`src/rtl/task_scheduler_if.sv`:
```
// Command/response bus between the task scheduler (master) and the ready list (slave).
// The ready list samples rl_tid_o/rl_priority_o over several cycles after a strobe.
interface task_scheduler_if;
    logic       rl_insert_o;
    logic       rl_remove_o;
    logic       rl_get_o;
    logic [3:0] rl_tid_o;
    logic [2:0] rl_priority_o;
    logic [4:0] rl_tid_i;
    logic       rl_done_i;

    // Strobes are one-hot and one cycle wide; rl_done_i is high while the ready list is idle.
    modport master (
        output rl_insert_o, rl_remove_o, rl_get_o, rl_tid_o, rl_priority_o,
        input  rl_tid_i, rl_done_i
    );

    modport slave (
        input  rl_insert_o, rl_remove_o, rl_get_o, rl_tid_o, rl_priority_o,
        output rl_tid_i, rl_done_i
    );
endinterface

```
`src/rtl/task_scheduler.sv`:
```
// Turns wake/block requests and timeslice ticks into ready-list commands and
// picks the running task by scanning levels from highest priority down.
module task_scheduler #(
    parameter int NPRI = 5,
    parameter int WDOG = 15
) (
    input  logic              clk_i,
    input  logic              rst_ni,
    input  logic              tick_i,
    input  logic              wake_i,
    input  logic              block_i,
    input  logic [3:0]        req_tid_i,
    input  logic [2:0]        req_pri_i,
    output logic              req_rdy_o,
    task_scheduler_if.master  rl,
    output logic [4:0]        run_tid_o,
    output logic [2:0]        run_pri_o,
    output logic              run_valid_o,
    output logic              switch_o,
    output logic              err_o,
    output logic [1:0]        dbg_state_o
);

    localparam logic [1:0] S_IDLE = 2'd0;
    localparam logic [1:0] S_CMD  = 2'd1;
    localparam logic [1:0] S_WAIT = 2'd2;

    localparam logic [1:0] OP_INS = 2'd0;
    localparam logic [1:0] OP_REM = 2'd1;
    localparam logic [1:0] OP_GET = 2'd2;

    localparam int         WW      = $clog2(WDOG + 1);
    localparam logic [2:0] TOP_PRI = 3'(NPRI - 1);
    localparam logic [4:0] NO_TID  = 5'h1F;

    logic [1:0]    state_q, state_d;
    logic [1:0]    op_q, op_d;
    logic [2:0]    sp_q, sp_d;
    logic          tick_pend_q, tick_pend_d;
    logic [3:0]    rl_tid_q, rl_tid_d;
    logic [2:0]    rl_pri_q, rl_pri_d;
    logic [WW-1:0] wdog_q, wdog_d;
    logic [4:0]    run_tid_q, run_tid_d;
    logic [2:0]    run_pri_q, run_pri_d;
    logic          run_valid_q, run_valid_d;
    logic          switch_q, switch_d;
    logic          err_q, err_d;

    always_comb begin
        state_d     = state_q;
        op_d        = op_q;
        sp_d        = sp_q;
        tick_pend_d = tick_pend_q | tick_i;
        rl_tid_d    = rl_tid_q;
        rl_pri_d    = rl_pri_q;
        wdog_d      = wdog_q;
        run_tid_d   = run_tid_q;
        run_pri_d   = run_pri_q;
        run_valid_d = run_valid_q;
        switch_d    = 1'b0;
        err_d       = err_q;

        case (state_q)
            S_IDLE: begin
                if (block_i) begin
                    op_d     = OP_REM;
                    rl_tid_d = req_tid_i;
                    rl_pri_d = req_pri_i;
                    state_d  = S_CMD;
                    // Blocking the running task forces a fresh pick afterwards.
                    if (run_valid_q && (req_tid_i == run_tid_q[3:0]))
                        tick_pend_d = 1'b1;
                end else if (wake_i) begin
                    op_d     = OP_INS;
                    rl_tid_d = req_tid_i;
                    rl_pri_d = req_pri_i;
                    state_d  = S_CMD;
                end else if (tick_pend_d) begin
                    op_d        = OP_GET;
                    sp_d        = TOP_PRI;
                    rl_tid_d    = req_tid_i;
                    rl_pri_d    = TOP_PRI;
                    tick_pend_d = 1'b0;
                    state_d     = S_CMD;
                end
            end
            S_CMD: begin
                wdog_d  = '0;
                state_d = S_WAIT;
            end
            S_WAIT: begin
                if (rl.rl_done_i) begin
                    state_d = S_IDLE;
                    if (op_q == OP_GET) begin
                        if (rl.rl_tid_i != NO_TID) begin
                            run_tid_d   = rl.rl_tid_i;
                            run_pri_d   = sp_q;
                            run_valid_d = 1'b1;
                            switch_d    = (rl.rl_tid_i != run_tid_q);
                        end else if (sp_q != 3'd0) begin
                            sp_d     = sp_q - 3'd1;
                            rl_pri_d = sp_q - 3'd1;
                            state_d  = S_CMD;
                        end else begin
                            run_tid_d   = NO_TID;
                            run_valid_d = 1'b0;
                            switch_d    = run_valid_q;
                        end
                    end
                end else if (wdog_q == WW'(WDOG - 1)) begin
                    err_d   = 1'b1;
                    state_d = S_IDLE;
                end else begin
                    wdog_d = wdog_q + WW'(1);
                end
            end
            default: state_d = S_IDLE;
        endcase
    end

    always_ff @(posedge clk_i or negedge rst_ni) begin
        if (!rst_ni) begin
            state_q     <= S_IDLE;
            op_q        <= OP_INS;
            sp_q        <= '0;
            tick_pend_q <= 1'b0;
            rl_tid_q    <= '0;
            rl_pri_q    <= '0;
            wdog_q      <= '0;
            run_tid_q   <= NO_TID;
            run_pri_q   <= '0;
            run_valid_q <= 1'b0;
            switch_q    <= 1'b0;
            err_q       <= 1'b0;
        end else begin
            state_q     <= state_d;
            op_q        <= op_d;
            sp_q        <= sp_d;
            tick_pend_q <= tick_pend_d;
            rl_tid_q    <= rl_tid_d;
            rl_pri_q    <= rl_pri_d;
            wdog_q      <= wdog_d;
            run_tid_q   <= run_tid_d;
            run_pri_q   <= run_pri_d;
            run_valid_q <= run_valid_d;
            switch_q    <= switch_d;
            err_q       <= err_d;
        end
    end

    // Strobes decode from state so that reset removes them without waiting for a clock.
    assign rl.rl_insert_o   = (state_q == S_CMD) && (op_q == OP_INS);
    assign rl.rl_remove_o   = (state_q == S_CMD) && (op_q == OP_REM);
    assign rl.rl_get_o      = (state_q == S_CMD) && (op_q == OP_GET);
    assign rl.rl_tid_o      = rl_tid_q;
    assign rl.rl_priority_o = rl_pri_q;

    assign req_rdy_o   = (state_q == S_IDLE) && rst_ni;
    assign run_tid_o   = run_tid_q;
    assign run_pri_o   = run_pri_q;
    assign run_valid_o = run_valid_q;
    assign switch_o    = switch_q;
    assign err_o       = err_q;
    assign dbg_state_o = state_q;

endmodule

```
`src/flat_wrapper.sv`:
```
// flat-port wrapper written by rule: the top's interface ports become plain ports
module task_scheduler_flat 
#(
    parameter int NPRI = 5,
    parameter int WDOG = 15
)
  (clk_i, rst_ni, tick_i, wake_i, block_i, req_tid_i, req_pri_i, req_rdy_o, run_tid_o, run_pri_o, run_valid_o, switch_o, err_o, dbg_state_o, rl_rl_insert_o, rl_rl_remove_o, rl_rl_get_o, rl_rl_tid_o, rl_rl_priority_o, rl_rl_tid_i, rl_rl_done_i);
  task_scheduler_if rl_i ();
  input  logic clk_i;
  input  logic rst_ni;
  input  logic tick_i;
  input  logic wake_i;
  input  logic block_i;
  input  logic [3:0] req_tid_i;
  input  logic [2:0] req_pri_i;
  output logic req_rdy_o;
  output logic [4:0] run_tid_o;
  output logic [2:0] run_pri_o;
  output logic run_valid_o;
  output logic switch_o;
  output logic err_o;
  output logic [1:0] dbg_state_o;
  output wire logic [$bits(rl_i.rl_insert_o)-1:0] rl_rl_insert_o;
  output wire logic [$bits(rl_i.rl_remove_o)-1:0] rl_rl_remove_o;
  output wire logic [$bits(rl_i.rl_get_o)-1:0] rl_rl_get_o;
  output wire logic [$bits(rl_i.rl_tid_o)-1:0] rl_rl_tid_o;
  output wire logic [$bits(rl_i.rl_priority_o)-1:0] rl_rl_priority_o;
  input wire logic [$bits(rl_i.rl_tid_i)-1:0] rl_rl_tid_i;
  input wire logic [$bits(rl_i.rl_done_i)-1:0] rl_rl_done_i;
  assign rl_rl_insert_o = rl_i.rl_insert_o;
  assign rl_rl_remove_o = rl_i.rl_remove_o;
  assign rl_rl_get_o = rl_i.rl_get_o;
  assign rl_rl_tid_o = rl_i.rl_tid_o;
  assign rl_rl_priority_o = rl_i.rl_priority_o;
  assign rl_i.rl_tid_i = rl_rl_tid_i;
  assign rl_i.rl_done_i = rl_rl_done_i;
  task_scheduler #(.NPRI(NPRI), .WDOG(WDOG)) u_core (.clk_i(clk_i), .rst_ni(rst_ni), .tick_i(tick_i), .wake_i(wake_i), .block_i(block_i), .req_tid_i(req_tid_i), .req_pri_i(req_pri_i), .req_rdy_o(req_rdy_o), .rl(rl_i), .run_tid_o(run_tid_o), .run_pri_o(run_pri_o), .run_valid_o(run_valid_o), .switch_o(switch_o), .err_o(err_o), .dbg_state_o(dbg_state_o));
endmodule
```
`config.mk`:
```
export PLATFORM = sky130hd
export DESIGN_NAME = task_scheduler_flat
export DESIGN_NICKNAME = d
export VERILOG_FILES = /design/src/rtl/task_scheduler_if.sv /design/src/rtl/task_scheduler.sv /design/src/flat_wrapper.sv
export SDC_FILE = /design/constraint.sdc
export NUM_CORES = 1
export LEC_CHECK = 0
export ABC_AREA = 1
export BUFFER_PORTS_ARGS = -buffer_cell sky130_fd_sc_hd__buf_2
export CAP_MARGIN = 25
export CORE_UTILIZATION = 45
export CTS_CLUSTER_DIAMETER = 150
export DETAILED_ROUTE_END_ITERATION = 6
export GPL_ROUTABILITY_DRIVEN = 1
export PLACE_DENSITY = 0.7
export SYNTH_ARGS = -nofsm -noshare
export SYNTH_HDL_FRONTEND = slang
export SYNTH_SLANG_ARGS = --single-unit
```
`constraint.sdc`:
```
create_clock -name clk_i -period 1.1 [get_ports clk_i]
set_input_delay 0.22 -clock clk_i [delete_from_list [all_inputs] [get_ports clk_i]]
set_output_delay 0.22 -clock clk_i [all_outputs]
set_load 0.05 [all_outputs]
```
=== Yosys cells after proc, flatten, opt, wreduce, memory -nomap -nowiden ===
Index checks and enable logic that the tools add are counted.

* Flip-flop bits (word level): 30
* Word-level logic and storage cells: 97

* Add/subtract/negate cells: 2
* Equality and inequality tests: 20
* Muxes and demuxes: 42
* Bitwise gates (word level): 2
* Reduce and logical (&&, ||, !) cells: 19

{| class="wikitable"
|+ Operators with widths
! kind !! count
|-
| 3-bit 2-to-1 mux || 9
|-
| 2-bit 2-to-1 mux || 10
|-
| 4-bit 2-to-1 mux || 5
|-
| 1-bit 2-to-1 mux || 12
|-
| 2-bit != test (second input constant) || 6
|-
| 3-bit one-hot mux with 2 select lines || 2
|-
| 5-bit 2-to-1 mux || 2
|-
| 2-bit by 1-bit != test with 1-bit output (second input constant) || 4
|-
| 4-bit one-hot mux with 2 select lines || 1
|-
| 4-bit AND reduction || 2
|-
| 8-bit AND reduction || 1
|-
| 2-bit one-hot mux with 3 select lines || 1
|-
| 3-bit AND reduction || 2
|-
| 6-bit AND reduction || 1
|-
| 3-bit nonzero test || 2
|-
| 1-bit logical AND || 5
|-
| 5-bit != test || 1
|-
| 5-bit != test (second input constant) || 1
|-
| 4-bit by 1-bit adder with 4-bit output (second input constant) || 1
|-
| 2-bit by 1-bit == test with 1-bit output (second input constant) || 2
|-
| 2-bit == test (second input constant) || 2
|-
| 4-bit == test || 1
|-
| 4-bit == test (second input constant) || 1
|-
| 2-bit logical NOT || 2
|-
| 7 further kinds || 9
|}

=== Longest topological paths before layout ===
* Depth after elaboration: 6
* Gate-level depth with buffers: 8

=== Worst setup path after synthesis ===
Ideal clock, no wire load.

* Path kind: register to output
* Start: reg u_core.state_q[0] (netlist: u_core.dbg_state_o[0])
* End: out rl_rl_insert_o
* Data arrival time: 2,049 ps
* Data required time: 880 ps
* Setup slack: -1,169 ps
* Stages on the path, launching flop included: 5
* Path buffers: 0
* Cell sequence: dfrtp_1 > inv_1 > nor2_1 > inv_1 > nor3_1

* Word-level cells in the longest chain between the ends: 2

{| class="wikitable"
|+ RTL lines
! element !! RTL line !! text
|-
| from (decl) || task_scheduler.sv:36 || <nowiki>logic [1:0] state_q, state_d;</nowiki>
|-
| from (signal assigned) || task_scheduler.sv:136 || <nowiki>state_q <= state_d;</nowiki>
|-
| 2-bit by 1-bit == test with 1-bit output || task_scheduler.sv:152 || <nowiki>assign rl.rl_insert_o = (state_q == S_CMD) && (op_q == OP_INS);</nowiki>
|-
| 1-bit logical AND || task_scheduler.sv:152 ||
|-
| to (decl) || flat_wrapper.sv:23 || <nowiki>output wire logic [$bits(rl_i.rl_insert_o)-1:0] rl_rl_insert_o;</nowiki>
|}

No other way between the ends.

=== Final worst setup path ===
* Start: reg u_core.op_q[1]
* End: out rl_rl_remove_o

* Word-level cells in the longest chain between the ends: 2

{| class="wikitable"
|+ RTL lines
! element !! RTL line !! text
|-
| from (decl) || task_scheduler.sv:37 || <nowiki>logic [1:0] op_q, op_d;</nowiki>
|-
| from (signal assigned) || task_scheduler.sv:137 || <nowiki>op_q <= op_d;</nowiki>
|-
| 2-bit by 1-bit == test with 1-bit output || task_scheduler.sv:153 || <nowiki>assign rl.rl_remove_o = (state_q == S_CMD) && (op_q == OP_REM);</nowiki>
|-
| 1-bit logical AND || task_scheduler.sv:153 ||
|-
| to (decl) || flat_wrapper.sv:24 || <nowiki>output wire logic [$bits(rl_i.rl_remove_o)-1:0] rl_rl_remove_o;</nowiki>
|}

No other way between the ends.

==> key figures <==
Cells and area
  – Final-stage net count: 337
  – Commonest cells after routing, fill and taps aside: nand2_1 (50), buf_4 (44), buf_6 (27), inv_1 (25), dfrtp_1 (23)
  – Area grow syn2layout: 78.3%
  – Final Util: 84.0%
  – FF/Latch Area: 759 sq um
  – ANT cells: 0
  – Fin cells: 362
  – Area of the multi-input gates: 953 sq um
  – Post-route cell area: 0.00282 sq mm
  – Most common cell after layout, fill and taps aside: nand2_1
  – Layout cells sized above 1: 52.8%
  – Fillers: 200

Worst setup path
  – Crit path to: rl_rl_remove_o
  – Critical Path Start Type: flip-flop
  – Worst endpoint required time: 0.88 ns
  – Maximum fanout along the worst path: 3
  – Max stage delay on crit path: 0.45 ns
  – Start point of the critical path: u_core.op_q[1]$_DFFE_PN0P_
  – Worst path slowest cell: dfrtp_1
  – FF-to-FF Start: u_core.dbg_state_o[1]$_DFFE_PN0P_
  – Flop2flop setup slack: -0.43 ns
  – Crit-path cells: buf_4 > nor3_4 > buf_6
  – CP arrival: 1.39 ns
  – Worst reg2reg endpoint: u_core.run_pri_o[1]$_DFFE_PN0P_
  – CP Class: reg2out
  – Critical Path End Type: output pin
  – Reg2Reg Depth: 8

Power
  – PD cells: 3260 mW/mm^2
  – Reg power frac: 22.0%
  – Internal power: 4.62 mW
  – Switch Pwr: 4.58 mW
  – Sw frac: 49.8%
  – Share of total power in the clock network: 8.0%
  – Leakage: 1.49 nW
  – Maximum vdd drop: 2.41 mV
  – Combinational share of power: 70.0%

Timing
  – Final setup viols: 53
  – Fmax: 620 MHz
  – Slew Limit Fails: 0
  – Post-route setup slack: -0.512 ns
  – Tmin final: 1.61 ns
  – Slew HR: 73.5%
  – RSZ-0062 raised after global routing: true
  – Worst-margin pin slew: 0.398 ns
  – Fin. Hold Viols: 0
  – Final Cycle Share: 147%
  – Final Skew: 0.0222 ns

Clocking
  – Worst-case clock buffer depth: 2
  – TritonCTS Buffers: 5
  – Worst-path clk slew: 0.11 ns
  – CTS root buf: clkbuf_4
  – CTS tree: yes
  – H-Tree Depth: 2
  – Clock Latency Late Sink: 0.36 ns
  – Clock sink total: 30

Floorplan
  – Die area: 0.00376 sq mm
  – FP Rows: 21
  – Die span in x: 61.3 microns
  – Die Height: 61.3 microns
  – Core Box Area: 0.00336 sq mm
  – Starting Density: 47.1%
  – IO Count: 42

Routing
  – Via density: 5.28
  – DR WL/cell: 16.0 microns
  – Routed WL: 5.80 mm
  – Routed vias: 1913
  – Detailed router's first-iteration violation count: 201
  – Antenna Nets Post-Route: 0
  – DR pass1 iterations: 5
  – DRC: 0

Flow run
  – Reported max-cap violation count: 0

Placement
  – Hpwl dp: 2.82 mm
  – Placed cell count: 332
  – Final RePlAce weighted congestion: 0.892
  – IO Port Bufs: 41
  – Placed Area: 0.00216 sq mm

Yosys
  – Cell variety after synth: 21
  – Seq/Total Area, Yosys: 47.8%
  – Count of state elements after synthesis: 30
  – Synthesis warning total: 0
  – Syn nets: 233
  – Synth Cell Area: 0.00158 sq mm
  – Post-synth top area share: 39.5%
  – Cell count after synthesis: 211
  – Top post-synthesis cells by area: dfrtp_1 (39%), nand2_1 (16%), dfstp_2 (8.3%)
  – Area leader, netlist: dfrtp_1
  – Syn avg cell area: 7.51 sq um

Global route
  – Vias in the first global route: 1603
  – Initial antenna violation count: 0
  – Total track usage: 27.2%
  – First-pass GRT wire length: 7.29 mm
  – Largest net degree at the start of global routing: 31
  – GRT overflow: 0

Min path
  – HP Class: in2reg

Outcome
  – Failing checks: setup timing
  – Status: complete, but fails checks
-- flip-flops by register name, summed over array words and instances, names as in the netlist --
name / cells
u_core.tick_pend_q: 1
u_core.op_q: 2
u_core.switch_o: 1
u_core.dbg_state_o: 2
u_core.run_valid_o: 1
u_core.rl.rl_priority_o: 3
u_core.sp_q: 3
u_core.run_pri_o: 3
u_core.rl.rl_tid_o: 4
u_core.wdog_q: 4
u_core.run_tid_o: 5
u_core.err_o: 1
-- synth_stat cells --
cell	number
o21ai_1	1
o21a_1	1
nor2_2	1
dfrtp_1	25
nand4_1	3
o22ai_1	2
nor3_4	1
nand2_1	67
nand2_2	3
ha_1	4
o21ai_0	17
dfstp_2	5
nor2_1	20
inv_1	33
a21oi_1	2
buf_2	1
nor3_1	3
inv_2	1
o21bai_1	1
nand3_1	16
xor2_1	4
-- power groups by stage --
stage	Combinational, mW	Sequential [mW]	Clock [mW]
after detailed placement	4.22	1.98	0
final	6.45	2.02	0.735
after global placement	4.16	1.97	0
after floorplan	1.62	3.13	0
after CTS	5.45	1.98	0.729
after global routing	6.77	2.06	0.800
-- critical path, delay by kind of cell, from the launching register on --
kind / cells / cell delay [ns]
flip-flops: 1 / 0.45
buffers and inverters: 2 / 0.36
AND/OR/NAND/NOR: 1 / 0.22
-- cell families (layout without fill, tap and decap cells) --
logic type,Yosys count,after routing,share of synthesized area [%]
xor gates and xnor gates,4,4,2.21
AOI/OAI and AO/OA,24,24,8.06
buffers and inverters,35,139,8.37
DFF,30,30,47.8
and+or+nand+nor,114,115,30.4
adders and majority gates,4,4,3.16
-- worst min-delay path by stage --
stage                   startpoint                           endpoint  slack (ns)  depth (start not counted)
floorplan                   rst_ni  u_core.dbg_state_o[0]$_DFFE_PN0P_       -0.08                          0
global placement            rst_ni         u_core.op_q[1]$_DFFE_PN0P_        0.27                          2
detailed placement          rst_ni         u_core.op_q[1]$_DFFE_PN0P_        0.27                          2
CTS                 rl_rl_tid_i[1]    u_core.run_tid_o[1]$_DFFE_PN1P_        0.10                          3
global route        rl_rl_tid_i[4]    u_core.run_tid_o[4]$_DFFE_PN1P_        0.14                          3
finish              rl_rl_tid_i[4]    u_core.run_tid_o[4]$_DFFE_PN1P_        0.13                          3
-- per-layer routing --
layer	track usage, %	wire length [microns]	up-vias
met4	9.52	66	0
li1	-	-	873
met2	46.9	3070	94
met3	4.41	335	12
met1	34.8	2330	934
met5	0	0	-
-- final cells by class --
type	instances	share of cell area, %
multi-input cells	147	33.8
well taps	46	2.04
inverters	34	4.96
repair buffers	97	30.1
flip-flops and latches	30	26.9
clock buffers	6	1.82
clock inverters	2	0.443
-- per-stage QoR --
step / worst slack, ns / hold WS (ns) / power (mW) / setup TNS (ns)
floorplan: -0.375 / -0.0756 / 4.75 / -5.29
global placement: -0.201 / 0.271 / 6.13 / -3.51
detailed placement: -0.217 / 0.273 / 6.19 / -3.99
CTS: -0.426 / 0.103 / 8.16 / -8.30
global route: -0.540 / 0.138 / 9.63 / -13.96
finish: -0.512 / 0.128 / 9.21 / -11.95
-- repair_timing --
| item | in CTS | in global routing |
|---|---|---|
| cloned | 0 | 2 |
| hold buffers | 1 | 0 |
| endpoints found under the hold margin | 25 | 0 |
| pin swaps | 5 | 8 |
| gates resized for setup | 85 | 53 |
| setup endpoints to repair | 53 | 54 |
| setup buffers | 15 | 6 |
Power figures use the tool's default switching activity.
